==> src/rtl/player_executor_if.sv <==
// Player executor bus: instruction handshake from the game-state machine plus
// the player state published to the renderer and the state machine.
//   playerInstruction [15:0] : [15:12] opcode, [11:4] argument, [3:0] reserved
//   instrValid / instrReady  : instruction handshake
//   posX, posY [9:0]         : player position inside the dodge box
//   playerHP [7:0]           : current HP
//   isDeath, isDodging, isVisible : player status flags
// master = instruction source / state consumer, slave = player_executor.
interface player_executor_if;
  logic [15:0] playerInstruction;
  logic        instrValid;
  logic        instrReady;
  logic [9:0]  posX;
  logic [9:0]  posY;
  logic [7:0]  playerHP;
  logic        isDeath;
  logic        isDodging;
  logic        isVisible;

  modport master (
    output playerInstruction, instrValid,
    input  instrReady, posX, posY, playerHP, isDeath, isDodging, isVisible
  );

  modport slave (
    input  playerInstruction, instrValid,
    output instrReady, posX, posY, playerHP, isDeath, isDodging, isVisible
  );
endinterface

==> src/rtl/player_executor.sv <==
// player_executor: executes 16-bit player instructions and owns the player's
// position, HP, visibility, dodge enable and death flag. MOV walks one pixel
// per clock so the renderer sees smooth motion.
// Ports:
//   clk   : rising-edge clock
//   reset : asynchronous, active-high reset
//   bus   : player_executor_if.slave (instruction handshake + player state)
// Optional feature: define PLAYER_IFRAME_EN to add an invulnerability window
// of IFRAMES cycles after each damaging DPY.
//
// state | meaning
// IDLE  | ready for any instruction
// MOVE  | walking STEP pixels, instructions held off
// DEAD  | HP is 0, only HPY with a nonzero argument revives
module player_executor #(
  parameter int BOX_W   = 200,
  parameter int BOX_H   = 140,
  parameter int STEP    = 4,
  parameter int MAX_HP  = 100,
  parameter int IFRAMES = 60
) (
  input logic               clk,
  input logic               reset,
  player_executor_if.slave  bus
);
  localparam int          CW     = $clog2(STEP + 1);
  localparam logic [9:0]  X_MAX  = 10'(BOX_W - 1);
  localparam logic [9:0]  Y_MAX  = 10'(BOX_H - 1);
  localparam logic [9:0]  X_MID  = 10'(BOX_W / 2);
  localparam logic [9:0]  Y_MID  = 10'(BOX_H / 2);
  localparam logic [7:0]  HP_MAX = 8'(MAX_HP);

  localparam logic [3:0] OP_HPY = 4'd1;
  localparam logic [3:0] OP_DPY = 4'd2;
  localparam logic [3:0] OP_IDG = 4'd3;
  localparam logic [3:0] OP_SDG = 4'd4;
  localparam logic [3:0] OP_MOV = 4'd5;
  localparam logic [3:0] OP_SHP = 4'd6;

  typedef enum logic [1:0] {S_IDLE, S_MOVE, S_DEAD} state_t;

  state_t        state_q, state_d;
  logic [9:0]    pos_x_q, pos_x_d, pos_y_q, pos_y_d;
  logic [7:0]    hp_q, hp_d;
  logic          death_q, death_d, dodge_q, dodge_d, vis_q, vis_d;
  logic [1:0]    dir_q, dir_d;
  logic [CW-1:0] cnt_q, cnt_d;

  logic       accept, blocked, dpy_ok;
  logic [3:0] op;
  logic [7:0] arg, hpy_val, dmg_val;
  logic       unused_rsvd;

  assign op          = bus.playerInstruction[15:12];
  assign arg         = bus.playerInstruction[11:4];
  assign unused_rsvd = ^bus.playerInstruction[3:0];
  assign accept      = bus.instrValid && (state_q != S_MOVE);
  assign hpy_val     = (arg > HP_MAX) ? HP_MAX : arg;
  assign dmg_val     = (arg >= hp_q) ? 8'd0 : hp_q - arg;

`ifdef PLAYER_IFRAME_EN
  localparam int IFW = $clog2(IFRAMES + 1);
  logic [IFW-1:0] ifr_q, ifr_d;

  always_ff @(posedge clk or posedge reset) begin
    if (reset) ifr_q <= '0;
    else       ifr_q <= ifr_d;
  end
`endif

  // The next pixel in the current direction would leave the box.
  always_comb begin
    blocked = 1'b0;
    case (dir_q)
      2'd0:    blocked = (pos_y_q == 10'd0);
      2'd1:    blocked = (pos_x_q == 10'd0);
      2'd2:    blocked = (pos_y_q == Y_MAX);
      default: blocked = (pos_x_q == X_MAX);
    endcase
  end

  always_ff @(posedge clk or posedge reset) begin
    if (reset) begin
      state_q <= S_IDLE;
      pos_x_q <= X_MID;
      pos_y_q <= Y_MID;
      hp_q    <= HP_MAX;
      death_q <= 1'b0;
      dodge_q <= 1'b0;
      vis_q   <= 1'b0;
      dir_q   <= 2'd0;
      cnt_q   <= '0;
    end else begin
      state_q <= state_d;
      pos_x_q <= pos_x_d;
      pos_y_q <= pos_y_d;
      hp_q    <= hp_d;
      death_q <= death_d;
      dodge_q <= dodge_d;
      vis_q   <= vis_d;
      dir_q   <= dir_d;
      cnt_q   <= cnt_d;
    end
  end

  always_comb begin
    state_d = state_q;
    pos_x_d = pos_x_q;
    pos_y_d = pos_y_q;
    hp_d    = hp_q;
    death_d = death_q;
    dodge_d = dodge_q;
    vis_d   = vis_q;
    dir_d   = dir_q;
    cnt_d   = cnt_q;
`ifdef PLAYER_IFRAME_EN
    ifr_d   = (ifr_q != '0) ? ifr_q - 1'b1 : ifr_q;
    dpy_ok  = (ifr_q == '0);
`else
    dpy_ok  = 1'b1;
`endif
    case (state_q)
      S_IDLE: begin
        if (accept) begin
          case (op)
            OP_HPY: begin
              hp_d = hpy_val;
`ifdef PLAYER_IFRAME_EN
              ifr_d = '0;
`endif
              if (hpy_val == 8'd0) begin
                state_d = S_DEAD;
                death_d = 1'b1;
                dodge_d = 1'b0;
              end
            end
            OP_DPY: begin
              if (arg != 8'd0 && dpy_ok) begin
                hp_d = dmg_val;
`ifdef PLAYER_IFRAME_EN
                ifr_d = IFW'(IFRAMES);
`endif
                if (dmg_val == 8'd0) begin
                  state_d = S_DEAD;
                  death_d = 1'b1;
                  dodge_d = 1'b0;
                end
              end
            end
            OP_IDG: begin
              pos_x_d = X_MID;
              pos_y_d = Y_MID;
              dodge_d = 1'b1;
`ifdef PLAYER_IFRAME_EN
              ifr_d = '0;
`endif
            end
            OP_SDG: dodge_d = 1'b0;
            OP_MOV: begin
              // With dodging off the MOV is swallowed as a no-op.
              if (dodge_q) begin
                dir_d   = arg[1:0];
                cnt_d   = CW'(STEP);
                state_d = S_MOVE;
              end
            end
            OP_SHP: vis_d = arg[0];
            default: ;
          endcase
        end
      end
      S_MOVE: begin
        if (blocked) begin
          cnt_d   = '0;
          state_d = S_IDLE;
        end else begin
          case (dir_q)
            2'd0:    pos_y_d = pos_y_q - 10'd1;
            2'd1:    pos_x_d = pos_x_q - 10'd1;
            2'd2:    pos_y_d = pos_y_q + 10'd1;
            default: pos_x_d = pos_x_q + 10'd1;
          endcase
          cnt_d = cnt_q - 1'b1;
          if (cnt_q == CW'(1)) state_d = S_IDLE;
        end
      end
      default: begin
        if (accept && op == OP_HPY) begin
`ifdef PLAYER_IFRAME_EN
          ifr_d = '0;
`endif
          if (hpy_val != 8'd0) begin
            hp_d    = hpy_val;
            death_d = 1'b0;
            state_d = S_IDLE;
          end
        end
      end
    endcase
  end

  assign bus.instrReady = (state_q != S_MOVE);
  assign bus.posX       = pos_x_q;
  assign bus.posY       = pos_y_q;
  assign bus.playerHP   = hp_q;
  assign bus.isDeath    = death_q;
  assign bus.isDodging  = dodge_q;
  assign bus.isVisible  = vis_q;
endmodule

==> src/flat_wrapper.sv <==
// flat-port wrapper written by rule: the top's interface ports become plain ports
module player_executor_flat 
#(
  parameter int BOX_W   = 200,
  parameter int BOX_H   = 140,
  parameter int STEP    = 4,
  parameter int MAX_HP  = 100,
  parameter int IFRAMES = 60
)
  (clk, reset, bus_playerInstruction, bus_instrValid, bus_instrReady, bus_posX, bus_posY, bus_playerHP, bus_isDeath, bus_isDodging, bus_isVisible);
  player_executor_if bus_i ();
  input logic clk;
  input logic reset;
  input wire logic [$bits(bus_i.playerInstruction)-1:0] bus_playerInstruction;
  input wire logic [$bits(bus_i.instrValid)-1:0] bus_instrValid;
  output wire logic [$bits(bus_i.instrReady)-1:0] bus_instrReady;
  output wire logic [$bits(bus_i.posX)-1:0] bus_posX;
  output wire logic [$bits(bus_i.posY)-1:0] bus_posY;
  output wire logic [$bits(bus_i.playerHP)-1:0] bus_playerHP;
  output wire logic [$bits(bus_i.isDeath)-1:0] bus_isDeath;
  output wire logic [$bits(bus_i.isDodging)-1:0] bus_isDodging;
  output wire logic [$bits(bus_i.isVisible)-1:0] bus_isVisible;
  assign bus_i.playerInstruction = bus_playerInstruction;
  assign bus_i.instrValid = bus_instrValid;
  assign bus_instrReady = bus_i.instrReady;
  assign bus_posX = bus_i.posX;
  assign bus_posY = bus_i.posY;
  assign bus_playerHP = bus_i.playerHP;
  assign bus_isDeath = bus_i.isDeath;
  assign bus_isDodging = bus_i.isDodging;
  assign bus_isVisible = bus_i.isVisible;
  player_executor #(.BOX_W(BOX_W), .BOX_H(BOX_H), .STEP(STEP), .MAX_HP(MAX_HP), .IFRAMES(IFRAMES)) u_core (.clk(clk), .reset(reset), .bus(bus_i));
endmodule
==> config.mk <==
export PLATFORM = sky130hd
export DESIGN_NAME = player_executor_flat
export DESIGN_NICKNAME = d
export VERILOG_FILES = /design/src/rtl/player_executor_if.sv /design/src/rtl/player_executor.sv /design/src/flat_wrapper.sv
export SDC_FILE = /design/constraint.sdc
export NUM_CORES = 1
export LEC_CHECK = 0
export CORE_ASPECT_RATIO = 1.5
export CORE_MARGIN = 2
export CORE_UTILIZATION = 45
export CTS_BUF_LIST = sky130_fd_sc_hd__clkbuf_4 sky130_fd_sc_hd__clkbuf_8 sky130_fd_sc_hd__clkbuf_16
export CTS_CLUSTER_SIZE = 16
export DETAILED_ROUTE_END_ITERATION = 10
export DONT_BUFFER_PORTS = 1
export GPL_TIMING_DRIVEN = 0
export PLACE_DENSITY = 0.72
export SLEW_MARGIN = 20
export SYNTH_ARGS = -nofsm -noshare
export SYNTH_HDL_FRONTEND = slang
export SYNTH_SLANG_ARGS = --single-unit
export TNS_END_PERCENT = 10
==> constraint.sdc <==
create_clock -name clk -period 2.8 [get_ports clk]
set_input_delay 0.7 -clock clk [delete_from_list [all_inputs] [get_ports clk]]
set_output_delay 0.7 -clock clk [all_outputs]
set_load 0.01 [all_outputs]
==> impl_metrics.tcl, run 1 <==
set metrics [dict create \
    status "finished, final reports clean" \
    max-slew-margin-rel_pct 62.5 \
    overflow 0 \
    startpoint_type "register" \
    wirelength_mm 7.04 \
    combPwrFrac_pct 34.7 \
    drive_gt1_share_pct 10.1 \
    initial_core_util_pct 46.4 \
    synth-edff-count 0 \
    switching_share_pct 37.7 \
    synth_cell_types 58 \
    crit_family "compound AO/OA/AOI/OAI gates" \
    clock_path_buffers 2 \
    drtIter0Drc 117 \
    htree_num_levels 2 \
    fp-row-count 36 \
    synthesis.nets 406 \
    rsz0062_at_grt "no" \
    yosysWarnings 0 \
    power_leakage_nw 1.44 \
    pin_count 51 \
    cts_num_sinks 38 \
    final_common_cell "nand2_1" \
    clock.fmax_mhz 385 \
    dp.final_hpwl_mm 5.52 \
    track_usage_pct 19.6 \
    cap_violations 0 \
    ant_nets 0 \
    intPower_mw 1.09 \
    dp_cells 435 \
    setup_viol 0 \
    tns_ps 0 \
    cellPowerDensity_nw_per_um2 541 \
    die_y_um 105 \
    pwr-share-clk_pct 22.0 \
    slowest_stage "dfrtp_1" \
    synth_seq_cells 38 \
    yosys_most_used_dff "dfrtp_1" \
    hold_viol_final 0 \
    routabilityCongestion 0.925 \
    tritoncts "done" \
    cp_slowest_stage_delay_ps 460 \
    path_class "reg2reg" \
    grt_pass1_vias 2676 \
    endpoint_kind "register" \
    clkTransAtPathRegs_ps 80 \
    critPathMaxFanout 15 \
    cp.arrival_ps 2780 \
    min_path_type "in2async" \
    routedWlPerCell_um 15.9 \
    timing.final.crit_period_ps 2600 \
    synthCells 358 \
    die_area_um2 7420 \
    core_um2 6530 \
    vdd_ir_drop_max_uv 313 \
    numPortBuffers 0 \
    post_cts_buffers 0 \
    reg2reg_to "u_core.bus.posY[8]" \
    crit_buf_inv 1 \
    fillers 612 \
    vias 2677 \
    grt_pass1_wl_mm 12.0 \
    drc_errors 0 \
    grt_max_degree 32 \
    yosysSeqAreaShare_pct 31.8 \
    cts_hold_buf 0 \
    insertion_delay_ps 290 \
    fin_crit_sh_pct 92.8 \
    cts_buffers 5 \
    antenna_cells 0 \
    power_mw 1.75 \
    first_pass_iters 4 \
    mostFrequentLayoutCells "nand2_1 (37), nor2_1 (30), dfrtp_1 (29), ha_1 (26)" \
    avgSynthCellArea_um2 8.46 \
    cts_resized 0 \
    layout.nets 414 \
    synthArstFlopShare_pct 100 \
    crit_chain "inv_2 > nand2_2 > fa_1 > a21o_1 > a21oi_1 > nor2b_1 > o21a_1 > o41ai_1 > xor2_1 > o22ai_1" \
    report.final.slew_viol_count 0 \
    r2r-start "u_core.dir_q[0]" \
    crit_required_ps 2980 \
    synthToLayoutAreaGrowth_pct 6.90 \
    switchingPower_mw 0.660 \
    rr_worst_depth 10 \
    worst_clock_skew_ps 6.70 \
    fin_cells 443 \
    worstMarginPinSlew_ps 561 \
    seq_power_share_pct 43.3 \
    via_per_inst 6.04 \
    syn_area_um2 3030 \
    cts-root-buf "clkbuf_8" \
    antenna_found_initial 0 \
    die_w_um 71.0 \
    ff2ff_setup_slack_ps 200 \
]
[worst max-delay path by stage]
stage / start / end / slack [ps] / cells after the start
detailed placement: u_core.dir_q[0] / u_core.bus.posY[8] / 60 / 10
global route: u_core.dir_q[0] / u_core.bus.posY[8] / 3 / 10
floorplan: bus_playerInstruction[4] / u_core.bus.isDeath / 320 / 10
finish: u_core.dir_q[0] / u_core.bus.posY[8] / 200 / 10
CTS: u_core.dir_q[0] / u_core.bus.posY[8] / 30 / 10
global placement: u_core.dir_q[0] / u_core.bus.posY[8] / 0.9 / 10
[registers in the layout, summed over array words and instances, names as in the netlist]
name                  flops
u_core.state_q            2
u_core.cnt_q              3
u_core.dir_q              2
u_core.bus.isVisible      1
u_core.bus.posY          10
u_core.bus.isDodging      1
u_core.bus.playerHP       8
u_core.bus.isDeath        1
u_core.bus.posX          10
[metrics by stage]
| stage | area, um^2 | utilization (%) | hold WS [ps] | setup slack [ps] |
|---|---|---|---|---|
| 6_report | 3240 | 49.6 | 183 | 201 |
| 3_5_place_dp | 3150 | 48.2 | 495 | 56.9 |
| 3_3_place_gp | 3130 | 47.9 | 500 | 0.934 |
| 5_1_grt | 3240 | 49.6 | 181 | 2.65 |
| 2_1_floorplan | 3030 | - | 480 | 320 |
| 4_1_cts | 3230 | 49.5 | 178 | 32.2 |
[area by class of cell]
type	count	area, um^2	area share (%)
clock buffer	6	76.3	2.36
inverter	23	86.3	2.67
multi-input combinational	291	1950	60.3
clock inverter	2	10.0	0.309
timing repair buffer	1	20.0	0.618
sequential	38	962	29.7
buffer	6	36.3	1.12
tap	76	95.1	2.94
[logic make-up after synthesis]
| kind of cell | count (synthesis) | share of synthesized area (%) |
|---|---|---|
| AOI/OAI and AO/OA | 103 | 22.2 |
| buffers and inverters | 29 | 4.05 |
| xor gates and xnor gates | 17 | 4.91 |
| adders and majority gates | 29 | 12.7 |
| DFF | 38 | 31.8 |
| and+or+nand+nor | 136 | 22.3 |
| muxes | 6 | 2.06 |
[cells in the mapped netlist, drive strengths merged (8+ instances only)]
| master | count | area [um^2] |
|---|---|---|
| inv | 23 | 86.3 |
| dfrtp | 29 | 726 |
| nor2b | 8 | 50.1 |
| nand3 | 14 | 80.1 |
| dfstp | 9 | 236 |
| nor3 | 12 | 60.1 |
| a31oi | 8 | 50.1 |
| xnor2 | 11 | 96.3 |
| a21oi | 21 | 109 |
| o21ai | 27 | 135 |
| ha | 26 | 325 |
| nand2 | 39 | 149 |
| o21a | 8 | 60.1 |
| a21o | 10 | 75.1 |
| nor2 | 30 | 113 |
[power groups by stage]
| stage | sequential, mW | clock [mW] | combinational (mW) |
|---|---|---|---|
| 6_report | 0.759 | 0.385 | 0.609 |
| 2_1_floorplan | 0.742 | 0 | 0.499 |
| 4_1_cts | 0.762 | 0.392 | 0.601 |
| 3_3_place_gp | 0.770 | 0 | 0.579 |
| 5_1_grt | 0.774 | 0.410 | 0.693 |
| 3_5_place_dp | 0.772 | 0 | 0.598 |
[metal layers]
metal / wire, um / share of wire (%) / up-vias / global-route usage, %
met5: 0 / 0 / - / 0
met4: 119 / 1.7 / 0 / 6.74
met3: 298 / 4.2 / 12 / 3.97
met2: 3810 / 54 / 59 / 36.2
met1: 2820 / 40 / 1281 / 21.7
li1: - / - / 1325 / -
(Power assumes the default switching activity.)
==> run 2, diff against run 1 <==
--- a/config.mk
+++ b/config.mk
@@ -5,6 +5,7 @@
 export SDC_FILE = /design/constraint.sdc
 export NUM_CORES = 1
 export LEC_CHECK = 0
+export ABC_AREA = 0
 export CORE_ASPECT_RATIO = 1.5
 export CORE_MARGIN = 2
 export CORE_UTILIZATION = 45
@@ -14,6 +15,7 @@
 export DONT_BUFFER_PORTS = 1
 export GPL_TIMING_DRIVEN = 0
 export PLACE_DENSITY = 0.72
+export REMOVE_ABC_BUFFERS = 1
 export SLEW_MARGIN = 20
 export SYNTH_ARGS = -nofsm -noshare
 export SYNTH_HDL_FRONTEND = slang
==> run 2 against run 1 <==
Worst setup slack got worse by 14 ps. Maximum frequency fell by 0.54%. Non-clock buffer count fell by 6. Largest cell class unchanged. Global-route usage rose by 1.3 points. Largest power group unchanged. Cell count fell by 1.4%. Register-to-register slack barely moved.
==> impl_metrics.tcl, run 2 (synthesis results as in run 1) <==
set metrics [dict create \
    drc_errors 0 \
    die_y_um 105 \
    vdd_ir_drop_max_uv 321 \
    cp.arrival_ps 2790 \
    clkTransAtPathRegs_ps 80 \
    cap_violations 0 \
    grt_max_degree 22 \
    die_area_um2 7420 \
    fin_cells 437 \
    report.final.slew_viol_count 0 \
    rr_worst_depth 10 \
    power_mw 1.79 \
    crit_required_ps 2970 \
    fin_crit_sh_pct 93.3 \
    grt_pass1_wl_mm 12.7 \
    cts_num_sinks 38 \
    track_usage_pct 20.9 \
    drive_gt1_share_pct 9.97 \
    max-slew-margin-rel_pct 46.0 \
    synthToLayoutAreaGrowth_pct 6.48 \
    htree_num_levels 2 \
    core_um2 6530 \
    status "finished, final reports clean" \
    antenna_cells 0 \
    setup_viol 0 \
    reg2reg_to "u_core.bus.posY[8]" \
    critPathMaxFanout 15 \
    power_leakage_nw 1.42 \
    antenna_found_initial 0 \
    final_common_cell "nand2_1" \
    insertion_delay_ps 290 \
    rsz0062_at_grt "no" \
    dp_cells 429 \
    die_w_um 71.0 \
    fin_ws_ps 186 \
    tritoncts "done" \
    mostFrequentLayoutCells "nand2_1 (37), nor2_1 (30), dfrtp_1 (28), ha_1 (26)" \
    cts_buffers 5 \
    routedWlPerCell_um 16.8 \
    first_pass_iters 4 \
    via_per_inst 6.02 \
    min_path_type "in2async" \
    timing.final.crit_period_ps 2610 \
    fp-row-count 36 \
    initial_core_util_pct 46.4 \
    startpoint_type "register" \
    ant_nets 0 \
    r2r-start "u_core.dir_q[0]" \
    clock_path_buffers 2 \
    cellPowerDensity_nw_per_um2 555 \
    tns_ps 0 \
    drtIter0Drc 128 \
    ff2ff_setup_slack_ps 190 \
    wirelength_mm 7.36 \
    vias 2630 \
    overflow 0 \
    pin_count 51 \
    grt_pass1_vias 2722 \
    worstMarginPinSlew_ps 806 \
    path_class "reg2reg" \
    hold_ws_ps 273 \
    numPortBuffers 0 \
    layout.nets 408 \
    dp.final_hpwl_mm 5.68 \
    cts-root-buf "clkbuf_8" \
    hold_viol_final 0 \
    place_ws_ps -7.16 \
    endpoint_kind "register" \
    clock.fmax_mhz 383 \
    worst_clock_skew_ps 8.39 \
    routabilityCongestion 0.903 \
]
[run 2: changes by cell type in the layout (fill, tap and decap cells not counted), sizes merged]
cell | before | now
clkinv | 2 | 1
clkbuf | 8 | 7
buf | 5 | 1
[run 2: area by class of cell]
type	count	area [um^2]
Fill cell	632	3300
Clock buffer	7	90.1
Timing Repair Buffer	1	27.5
Inverter	23	86.3
Tap cell	76	95.1
Multi-Input combinational cell	291	1960
Sequential cell	38	963
Clock inverter	1	5.00
[run 2: worst max path at each step]
stage,start,endpoint,slack (ps),depth (start not counted)
after CTS,u_core.dir_q[0],u_core.bus.posY[8],20,10
after detailed placement,bus_playerInstruction[4],u_core.bus.isDeath,-7,10
after global routing,u_core.dir_q[1],u_core.bus.posX[9],10,10
after global placement,bus_playerInstruction[4],u_core.bus.isDeath,20,10
after floorplan,bus_playerInstruction[4],u_core.bus.isDeath,320,10
final,u_core.dir_q[0],u_core.bus.posY[8],190,10
[run 2: metal layers]
layer / vias up / wire (um) / share of wire, % / track usage (%)
li1: 1311 / - / - / -
met1: 1238 / 2880 / 39 / 23.7
met2: 70 / 4030 / 55 / 38.3
met3: 11 / 332 / 4.5 / 4.55
met4: 0 / 113 / 1.5 / 6.06
met5: - / 0 / 0 / 0
[run 2: timing repair]
action,CTS,global route
hold buffers,0,0
buffers inserted,0,0
endpoints found under the setup margin,0,6
gates resized for setup,0,4
[run 2: report_power, final]
group	switching, mW	total (mW)	internal (mW)
clock network	0.205	0.414	0.209
logic	0.344	0.618	0.274
registers	0.123	0.760	0.637
total	0.672	1.79	1.12
[run 2: through the flow]
step	cell area [um^2]	util (%)
detailed placement	3120	47.8
global route	3230	49.4
global placement	3090	47.3
finish	3230	49.4
floorplan	2990	-
CTS	3210	49.2
[run 2: critical path, cell delays in order (launching register included)]
cell and delay, ps:
dfrtp_1 460, inv_2 110, nand2_2 200, fa_1 460
a21o_1 170, a21oi_1 210, nor2b_1 80, o21a_1 190
o41ai_1 320, xor2_1 190, o22ai_1 100
